==> src/rtl/sram_arbiter.sv <==
// Three-port SRAM arbiter: video has fixed top priority, CPU and DMA
// share round-robin; each access lasts ACCESS_CYCLES SRAM cycles.
module sram_arbiter #(
  parameter int ACCESS_CYCLES = 2
) (
  input  logic        sysclk,
  input  logic        reset,
  input  logic        vid_req,
  input  logic [20:0] vid_addr,
  input  logic        cpu_req,
  input  logic        cpu_we,
  input  logic [20:0] cpu_addr,
  input  logic [7:0]  cpu_din,
  input  logic        dma_req,
  input  logic        dma_we,
  input  logic [20:0] dma_addr,
  input  logic [7:0]  dma_din,
  output logic        vid_ack,
  output logic        cpu_ack,
  output logic        dma_ack,
  output logic [7:0]  rdata,
  output logic [20:0] sram_addr,
  output logic        sram_we_n,
  output logic [7:0]  sram_dout,
  output logic        sram_doe,
  input  logic [7:0]  sram_din,
  output logic [1:0]  grant
);

  typedef enum logic [1:0] {
    S_IDLE,
    S_ACCESS,
    S_ACK
  } state_t;

  localparam logic [3:0] CNT_LOAD = 4'(ACCESS_CYCLES - 1);
  localparam logic [1:0] G_NONE   = 2'd0;
  localparam logic [1:0] G_VID    = 2'd1;
  localparam logic [1:0] G_CPU    = 2'd2;
  localparam logic [1:0] G_DMA    = 2'd3;

  state_t      r_state;
  state_t      w_next;
  logic [3:0]  r_cnt;
  logic [1:0]  r_grant;
  logic [20:0] r_addr;
  logic        r_we;
  logic [7:0]  r_din;
  logic        r_dma_last;
  logic [7:0]  r_rdata;

  logic [1:0]  w_win;
  logic [20:0] w_sel_addr;
  logic        w_sel_we;
  logic [7:0]  w_sel_din;
  logic        w_last;
  logic        w_take;

  // CPU/DMA tie goes to whichever was not served last
  always_comb begin
    w_win = G_NONE;
    if (vid_req)
      w_win = G_VID;
    else if (cpu_req && dma_req)
      w_win = r_dma_last ? G_CPU : G_DMA;
    else if (cpu_req)
      w_win = G_CPU;
    else if (dma_req)
      w_win = G_DMA;
  end

  always_comb begin
    w_sel_addr = vid_addr;
    w_sel_we   = 1'b0;
    w_sel_din  = 8'h00;
    case (w_win)
      G_CPU: begin
        w_sel_addr = cpu_addr;
        w_sel_we   = cpu_we;
        w_sel_din  = cpu_din;
      end
      G_DMA: begin
        w_sel_addr = dma_addr;
        w_sel_we   = dma_we;
        w_sel_din  = dma_din;
      end
      default: ;
    endcase
  end

  always_ff @(posedge sysclk or posedge reset) begin
    if (reset)
      r_state <= S_IDLE;
    else
      r_state <= w_next;
  end

  always_comb begin
    w_next    = r_state;
    w_last    = (r_cnt == 4'd0);
    w_take    = 1'b0;
    sram_we_n = 1'b1;
    sram_doe  = 1'b0;
    vid_ack   = 1'b0;
    cpu_ack   = 1'b0;
    dma_ack   = 1'b0;
    case (r_state)
      S_IDLE: begin
        if (w_win != G_NONE) begin
          w_take = 1'b1;
          w_next = S_ACCESS;
        end
      end
      S_ACCESS: begin
        sram_doe  = r_we;
        // strobe released in the final cycle to give data hold
        sram_we_n = !(r_we && !w_last);
        if (w_last)
          w_next = S_ACK;
      end
      S_ACK: begin
        vid_ack = (r_grant == G_VID);
        cpu_ack = (r_grant == G_CPU);
        dma_ack = (r_grant == G_DMA);
        w_next  = S_IDLE;
      end
      default: w_next = S_IDLE;
    endcase
  end

  always_ff @(posedge sysclk or posedge reset) begin
    if (reset) begin
      r_cnt      <= 4'd0;
      r_grant    <= G_NONE;
      r_addr     <= 21'd0;
      r_we       <= 1'b0;
      r_din      <= 8'h00;
      r_dma_last <= 1'b1;
      r_rdata    <= 8'h00;
    end else begin
      if (w_take) begin
        r_grant <= w_win;
        r_addr  <= w_sel_addr;
        r_we    <= w_sel_we;
        r_din   <= w_sel_din;
        r_cnt   <= CNT_LOAD;
        if (w_win == G_CPU)
          r_dma_last <= 1'b0;
        else if (w_win == G_DMA)
          r_dma_last <= 1'b1;
      end
      if (r_state == S_ACCESS && !w_last)
        r_cnt <= r_cnt - 4'd1;
      if (r_state == S_ACCESS && w_last && !r_we)
        r_rdata <= sram_din;
      if (r_state == S_ACK)
        r_grant <= G_NONE;
    end
  end

  assign sram_addr = r_addr;
  assign sram_dout = r_din;
  assign rdata     = r_rdata;
  assign grant     = r_grant;

endmodule

==> config.mk <==
export PLATFORM = sky130hd
export DESIGN_NAME = sram_arbiter
export DESIGN_NICKNAME = d
export VERILOG_FILES = /design/src/rtl/sram_arbiter.sv
export SDC_FILE = /design/constraint.sdc
export NUM_CORES = 1
export LEC_CHECK = 0
export CORE_ASPECT_RATIO = 0.75
export CORE_MARGIN = 3
export CORE_UTILIZATION = 42
export DETAILED_ROUTE_END_ITERATION = 8
export HOLD_SLACK_MARGIN = 0.03
export PLACE_DENSITY_LB_ADDON = 0.05
export SYNTH_ARGS = -nofsm -noshare
export SYNTH_HDL_FRONTEND = slang
export SYNTH_SLANG_ARGS = --single-unit
==> constraint.sdc <==
create_clock -name sysclk -period 2.93 [get_ports sysclk]
set_input_delay 0.4395 -clock sysclk [delete_from_list [all_inputs] [get_ports sysclk]]
set_output_delay 0.4395 -clock sysclk [all_outputs]
set_load 0.1 [all_outputs]
==> run_results.csv <==
group,metric,value,unit
run_status,outcome,"finished, final reports clean",
yosys,avgSynthCellArea,9.95,µm²
worst_hold_path,hold_path_class,"input port to async pin",
timing,slew_violations,0,
drt,drtAntennaViolNets,0,
global_route,grt-ovfl-total,0,
cts,clk_pin_slew_worst_paths,0.09,ns
floorplanning,rows,23,
yosys,synth_top_area_cell,"dfrtp_1",
timing,fmax,442,MHz
cts,post_cts_buffers,0,
cts,cts_hold_buf,0,
floorplanning,ios,138,
yosys,syn_area,2480,µm²
worst_setup_path,end_kind,"output pin",
floorplanning,coreArea,5530,µm²
global_route,antenna_found_initial,1,
yosys,yosysMostFrequentCell,"dfrtp_1",
yosys,yosysTopAreaCellShare,0.464,
drt,post_drt_wl_per_cell,17.4,µm
global_route,first_global_vias,2572,
drt,routed_wl,7830,µm
floorplanning,start_util,0.449,
final_layout,nets,470,
yosys,yosys-top-cells-area,"dfrtp_1 (46%), nand3b_1 (9.1%), a31oi_1 (7.8%)",
worst_setup_path,critPathMaxStageDelay,0.43,ns
global_route,grt_max_degree,56,
timing,hold_viol_final,0,
final_layout,num-fill-cells,468,
cts,cts.sinks,47,
worst_setup_path,path_max_fanout,5,
place,hpwl,5380,µm
yosys,yosysWarningCount,0,
yosys,synthesis.nets,344,
place,place_area,3790,µm²
yosys,synthArstFlopShare,1.00,
drt,vias,2593,
worst_setup_path,crit_chain,"inv_1 > ha_1 > or3b_4 > nand3_1 > buf_4",
drt,drc,0,
final_layout,diodes,0,
timing,finalSetupTns,0,ns
yosys,synthTopCellsByCount,"dfrtp_1 (46), a21oi_1 (32), a31oi_1 (31), nand3b_1 (30), clkbuf_1 (25)",
place,portBuffers,137,
drt,viasPerCell,5.75,
floorplanning,die_y,72.5,µm
timing,tightest_slew,1.17,ns
timing,slew_headroom,0.222,
run,drv_cap,0,
yosys,synthCells,249,
worst_setup_path,critPathRequiredTime,2.49,ns
yosys,synth_seq_area_share,0.475,
drt,drtIter0Drc,135,
cts,clk_path_buf_depth,2,
timing,hold_ws,0.425,ns
cts,cts_resized,0,
floorplanning,die_x,94.7,µm
drt,drtPass1Iterations,4,
worst_setup_path,crit_arrival,1.82,ns
yosys,ys.flop_type,"dfrtp_1",
final_layout,syn2layout_area_growth,56.3,%
yosys,synth_cell_types,33,
timing,finalCritPeriodShare,0.773,
floorplanning,die_area,6870,µm²
global_route,grt_first_pass_wirelength,12400,µm
worst_setup_path,start_kind,"flip-flop",
global_route,grtUsageTotal,0.231,
yosys,synth_seq_cells,47,
final_layout,fin_area,3870,µm²
place,place_congestion,0.733,
cts,cts_max_level,2,
timing,rsz0062_at_grt,"no",
final_layout,utilization,0.701,
cts,tritoncts,"built",
cts,worstSkewPairLatency,0.30,ns
cts,cts_buffers,5,
timing,setup_viol,0,
worst_setup_path,crit_path_top_delay_cell,"or3b_4",
cts,cts_root_buf,"clkbuf_8",
timing,fin_skew,0.00875,ns
yosys,synth_edf_count,0,
timing,min_period,2.26,ns
final_layout,drive_above_1_share,0.199,
worst_setup_path,critPathKind,"flip-flop to output pin",
critical path: cells and delay by family, from the launching register on:
| kind | cells | cell delay [ns] |
|---|---|---|
| buffers and inverters | 2 | 0.39 |
| AND/OR/NAND/NOR | 2 | 0.54 |
| adder cells (fa/ha/maj) | 1 | 0.22 |
| flip-flops | 1 | 0.38 |
layout make-up:
cell class              instances  area [µm²]  share of cell area
repair buffers                145        1320               0.340
multi-input cells             172        1190               0.307
flip-flops and latches         47        1180               0.304
well taps                      75        93.8              0.0242
clock buffers                   7        76.3              0.0197
inverters                       4        15.0             0.00388
clock inverters                 1        5.00             0.00129
final timing paths:
| kind | from | end | slack (ns) | depth (start not counted) |
|---|---|---|---|---|
| setup reg to reg | r_cnt[0] | rdata[5] | 0.73 | 5 |
| hold / removal | reset | sram_addr[3] | 0.43 | 2 |
| setup / recovery | r_cnt[0] | sram_we_n | 0.67 | 5 |
| min in group sysclk | rdata[4] | rdata[4] | 0.52 | 1 |
| max in group asynchronous | reset | r_cnt[1] | 1.90 | 3 |
| hold reg to reg | rdata[4] | rdata[4] | 0.52 | 1 |
state kept, by name (all words and copies together) (netlist names):
signal and count:
rdata 8, r_dma_last 1, grant 2, r_state 2, sram_dout 8, r_cnt 4, sram_addr 21, r_we 1
layer usage:
layer	global-route usage	up-vias	wire, µm
met5	0	-	13
met4	0.0400	2	23
met3	0.0974	6	852
met2	0.377	109	3880
met1	0.292	1266	3060
li1	-	1210	-
per-stage QoR:
step,cells,setup WS [ns]
after detailed placement,443,0.460
after global placement,443,0.496
after global routing,451,0.606
final,451,0.667
after CTS,451,0.668
after floorplan,249,0.164
cells by family after synthesis:
family	after synthesis	synth area share
compound gates	92	0.243
fa+ha+maj	1	0.00505
mux	8	0.0485
flops	47	0.475
buf+inv	30	0.0485
simple gates	71	0.180
cells in the final DEF, fill, tap and decap left out, drive strengths merged:
cell type / count
a32oi: 21
mux2: 8
o2bb2ai: 1
or3b: 1
and3: 2
nand2b: 3
nor2b: 3
a22oi: 1
buf: 53
ha: 1
dfrtp: 46
and2: 2
nand3b: 30
or3: 3
a21oi: 32
o211ai: 1
inv: 4
nand2: 5
clkbuf: 7
nand3: 10
a31oi: 31
a32o: 1
clkdlybuf4s50: 92
o22a: 1
nor3: 2
a211o: 1
dfstp: 1
o21ai: 1
clkinv: 1
a21boi: 1
nor2: 7
nor3b: 2
nor4: 1
Power is left out: the tool's default activity adds up to more than one toggle a clock period on the data nets, which glitch-free logic cannot reach.
